[config.mk]
export PLATFORM = sky130hd
export DESIGN_NAME = fp_addsub_issue
export DESIGN_NICKNAME = d
export VERILOG_FILES = /design/src/rtl/fp_addsub_issue.sv
export SDC_FILE = /design/constraint.sdc
export NUM_CORES = 1
export LEC_CHECK = 0
export BUFFER_PORTS_ARGS = -buffer_cell sky130_fd_sc_hd__buf_2
export CORE_MARGIN = 1
export CORE_UTILIZATION = 47
export CTS_CLUSTER_DIAMETER = 100
export DETAILED_ROUTE_END_ITERATION = 16
export GPL_ROUTABILITY_DRIVEN = 0
export PLACE_DENSITY_LB_ADDON = 0.15
export SLEW_MARGIN = 30
export SYNTH_ARGS = -nofsm -noshare
export SYNTH_HDL_FRONTEND = slang
export SYNTH_SLANG_ARGS = --single-unit
export TNS_END_PERCENT = 5
[constraint.sdc]
create_clock -name clk -period 1.8 [get_ports clk]
set_input_delay 0.18 -clock clk [delete_from_list [all_inputs] [get_ports clk]]
set_output_delay 0.18 -clock clk [all_outputs]
set_load 0.03 [all_outputs]
[src/rtl/fp_addsub_issue.sv]
// Issue/capture stage for the combinational single-precision add/sub datapath.
// Unpacks an operand pair, holds it for a settle window, then returns the sampled result.
module fp_addsub_issue #(
  parameter int SETTLE_CYCLES = 2,
  parameter int CNT_W         = 16
) (
  input  logic             clk,
  input  logic             rst_n,
  input  logic             req_valid,
  output logic             req_ready,
  input  logic             req_opcode,
  input  logic [31:0]      req_a,
  input  logic [31:0]      req_b,
  output logic             opcode,
  output logic             sign1,
  output logic [7:0]       exp1,
  output logic [22:0]      sig1,
  output logic             sign2,
  output logic [7:0]       exp2,
  output logic [22:0]      sig2,
  input  logic [31:0]      fp_out,
  input  logic [2:0]       err_o,
  output logic             rsp_valid,
  input  logic             rsp_ready,
  output logic [31:0]      rsp_data,
  output logic [2:0]       rsp_err,
  output logic [2:0]       err_sticky,
  input  logic             err_clr,
  output logic [CNT_W-1:0] op_count
);

  generate
    if (SETTLE_CYCLES < 1 || SETTLE_CYCLES > 15) begin : g_bad_settle
      $fatal(1, "fp_addsub_issue: SETTLE_CYCLES must be in 1..15");
    end
  endgenerate

  typedef enum logic [1:0] {IDLE, SETTLE, RESP} state_t;

  localparam logic [3:0] LP_CNT_INIT = 4'(SETTLE_CYCLES - 1);

  state_t           r_state;
  logic [3:0]       r_cnt;
  logic             r_opcode;
  logic             r_sign1;
  logic [7:0]       r_exp1;
  logic [22:0]      r_sig1;
  logic             r_sign2;
  logic [7:0]       r_exp2;
  logic [22:0]      r_sig2;
  logic             r_rsp_valid;
  logic [31:0]      r_rsp_data;
  logic [2:0]       r_rsp_err;
  logic [2:0]       r_err_sticky;
  logic [CNT_W-1:0] r_op_count;

  always_ff @(posedge clk or negedge rst_n) begin
    if (!rst_n) begin
      r_state      <= IDLE;
      r_cnt        <= '0;
      r_opcode     <= 1'b0;
      r_sign1      <= 1'b0;
      r_exp1       <= '0;
      r_sig1       <= '0;
      r_sign2      <= 1'b0;
      r_exp2       <= '0;
      r_sig2       <= '0;
      r_rsp_valid  <= 1'b0;
      r_rsp_data   <= '0;
      r_rsp_err    <= '0;
      r_err_sticky <= '0;
      r_op_count   <= '0;
    end else begin
      if (err_clr) r_err_sticky <= '0;
      case (r_state)
        IDLE: begin
          if (req_valid) begin
            r_opcode <= req_opcode;
            r_sign1  <= req_a[31];
            r_exp1   <= req_a[30:23];
            r_sig1   <= req_a[22:0];
            r_sign2  <= req_b[31];
            r_exp2   <= req_b[30:23];
            r_sig2   <= req_b[22:0];
            r_cnt    <= LP_CNT_INIT;
            r_state  <= SETTLE;
          end
        end
        SETTLE: begin
          // Operand fields stay frozen here so the datapath output can settle
          if (r_cnt == 4'd0) begin
            r_rsp_data  <= fp_out;
            r_rsp_err   <= err_o;
            r_rsp_valid <= 1'b1;
            r_state     <= RESP;
          end else begin
            r_cnt <= r_cnt - 4'd1;
          end
        end
        RESP: begin
          if (rsp_ready) begin
            r_rsp_valid  <= 1'b0;
            r_op_count   <= r_op_count + CNT_W'(1);
            // A coincident clear wipes history first, then this response is folded in
            r_err_sticky <= (err_clr ? 3'b000 : r_err_sticky) | r_rsp_err;
            r_state      <= IDLE;
          end
        end
        default: r_state <= IDLE;
      endcase
    end
  end

  assign req_ready  = (r_state == IDLE);
  assign opcode     = r_opcode;
  assign sign1      = r_sign1;
  assign exp1       = r_exp1;
  assign sig1       = r_sig1;
  assign sign2      = r_sign2;
  assign exp2       = r_exp2;
  assign sig2       = r_sig2;
  assign rsp_valid  = r_rsp_valid;
  assign rsp_data   = r_rsp_data;
  assign rsp_err    = r_rsp_err;
  assign err_sticky = r_err_sticky;
  assign op_count   = r_op_count;

endmodule
==> metrics.txt <==
crit path capture type=flop; Core Footprint=10,230 µm²; worst hold path type=in2reg; Synth top area share=64.01%; P_sw=5.967 mW; worst skew pair latency=520 ps; cell with the most instances after synthesis=dfrtp_1; clock-pin transition on the worst setup and hold timing paths=60 ps; vias in the first global route=4,134; clock sink count=126; Fin. Hold Viols=0; post-CTS setup repair buffer count=0; crit path kind=reg2reg; Chip Width=104.4 µm; Combinational Power Share=44.0%; Longest Clk Path Bufs=2; Gate Count Post-Synth=approximately 320; # rows=37; Initial Utilization=roughly half; top_reg_cell synth=dfrtp_1; Clock power frac=a little under a quarter; Die Span Y=104.4 µm; CTS tree=done; RSZ-0062 raised after global routing=no; Commonest cells post-synth=dfrtp_1 (126), mux2_2 (95), xnor2_1 (9); CTS hold repair buffers=103; CTS H-tree depth=4; min cycle time layout=1633 ps; Layout area overhead=60.53%; DIE AREA=10,890 µm²; flop and latch count out of synthesis=126; measured slew at the worst slew-check pin=326.1 ps; pre-CTS setup slack=between 150 and 200 ps; drt drc=0; PostCTS Resize Cnt=0; LEAKAGE=3.871 nW; pwr dens=1907 nW/µm²; switching part of the total=39.56%; fin nets=771; Antenna Nets Post-Route=0; first-pass GRT wire length=20,080 µm; setup TNS=0 ps; vias=3,871; Final Cycle Share=90.70%; worst setup margin=about 170 ps; Post-synth EDFFs=0; clk_skew=9.037 ps; Sequential Power Share=32.1%; total CTS buffers=17; Startpoint Class=flop; Netlist cell types=28; port bufs=225; Routed wire per std cell=15.00 µm; detailed placement HPWL=7513 µm; Peak VDD IR=0.001077 V; routed wire length=12,180 µm; Root Buffer=clkbuf_8; ranking of synthesized cells by area=dfrtp_1 (64%), mux2_2 (22%), mux2_4 (1.8%); outcome=completed; GR Overflow Total=0; first-pass detailed-route iteration total=4; pin count of the biggest net entering global routing=53; R2R Setup Slk=170 ps; FMAX=0.6125 GHz; initial DRC count=180; Worst Path Arrival=2030 ps; Crit. Startpoint=r_cnt[0]; Post-synth ARST share=100.0%; Setup violations, final=0; CP Max Fanout=37; R2R Path Start=r_cnt[0]; max-slew violations=0; Hold Path Origin=req_valid; GRT Overall Usage=between 20% and 30%; Synth Warn #=0; share of cells above drive strength 1=54.88%; largest area contributor in the netlist=dfrtp_1; I/O pins=226; Post-Syn Nets=around 430; Syn Area/Cell=15.44 µm²; P_int=9.115 mW; Critical Path RT=about 2200 ps; initial antenna violation count=0; sequential element share of the synthesized area=64.01%; Synth Cell Area=slightly below 5000 µm²; # diodes=0; Slew headroom=about four fifths; Vias/cell=4.767; Max Cap Viol=0
-- critical path: stages (launching register included) --
cell,delay [ps]
dfrtp_1,380
inv_1,70
ha_1,210
nor3b_4,170
nand2_2,90
buf_12,210
mux2_2,360
-- layout by cell type (no fill, tap or decap), types with 2 or more instances in the layout --
cell type	count
inv_1	7
mux2_4	6
buf_2	224
bufinv_16	4
and4_1	2
o21ai_0	7
a21oi_1	2
clkbuf_8	5
nor3_1	4
dfrtp_1	126
xnor2_1	9
xor2_1	8
clkinvlp_4	2
clkbuf_16	16
clkinv_2	3
and3_1	2
buf_12	4
nand3_1	4
mux2_2	95
nand4_1	7
buf_4	6
ha_1	3
nor2_1	7
nand2_1	8
dlygate4sd3_1	103
-- flip-flops by register name (all words and copies together), names as in the netlist, 3 cells and up --
register    flops
r_cnt           4
exp2            8
sig1           23
err_sticky      3
op_count       16
rsp_data       32
sig2           23
rsp_err         3
exp1            8
-- layout make-up --
| type | count | area [µm²] |
|---|---|---|
| clock inverter | 10 | 158.9 |
| timing repair buffer | 337 | 2277 |
| sequential | 126 | 3153 |
| multi-input combinational | 174 | 1649 |
| fill | 615 | 2323 |
| tap | 136 | 170.2 |
| clock buffer | 22 | 473.0 |
| inverter | 7 | 26.28 |
-- through the flow --
stage          hold slack (ps)  cells  utilization [%]  cell area, µm²  power [mW]
2_1_floorplan           -115.6    319                -            4926       9.423
3_3_place_gp             100.1    677            61.04            6245       11.12
3_5_place_dp             104.9    677            61.04            6245       11.31
4_1_cts                  15.50    812            77.29            7908       15.12
5_1_grt                  82.98    812            77.29            7908       15.82
6_report                 28.70    812            77.29            7908       15.08
-- kinds of logic (layout without fill, tap and decap cells) --
logic type | after synthesis | in the layout | synth area share [%]
and+or+nand+nor | 44 | 44 | 5.233
adders and majority gates | 3 | 3 | 0.7621
muxes | 101 | 101 | 23.55
xor gates and xnor gates | 17 | 17 | 3.023
DFF | 126 | 126 | 64.01
buffers and inverters | 19 | 376 | 2.515
AOI/OAI and AO/OA | 9 | 9 | 0.9143
-- power by group through the flow --
| stage | logic [mW] | clock network, mW | registers (mW) |
|---|---|---|---|
| 5_1_grt | 7.01 | 3.80 | 5.01 |
| 4_1_cts | 6.63 | 3.66 | 4.82 |
| 3_3_place_gp | 6.33 | 0 | 4.79 |
| 2_1_floorplan | 2.16 | 0 | 7.26 |
| 3_5_place_dp | 6.46 | 0 | 4.85 |
| 6_report | 6.64 | 3.60 | 4.84 |
-- worst paths after layout --
kind / endpoint / cells past startpoint
setup / recovery: rsp_data[18] / 6
hold / removal: r_cnt[1] / 4
setup reg to reg: rsp_data[18] / 6
hold reg to reg: op_count[15] / 1
max in group asynchronous: op_count[3] / 3
min in group asynchronous: sig1[14] / 2
-- per-layer routing --
layer,wire [µm],up-vias,GRT usage (%)
met4,306,0,10.61
li1,-,1807,-
met3,712,28,6.516
met2,6210,148,40.54
met1,4953,1888,28.29
met5,0,-,0
Note: power is estimated with default switching activity, not from simulation.
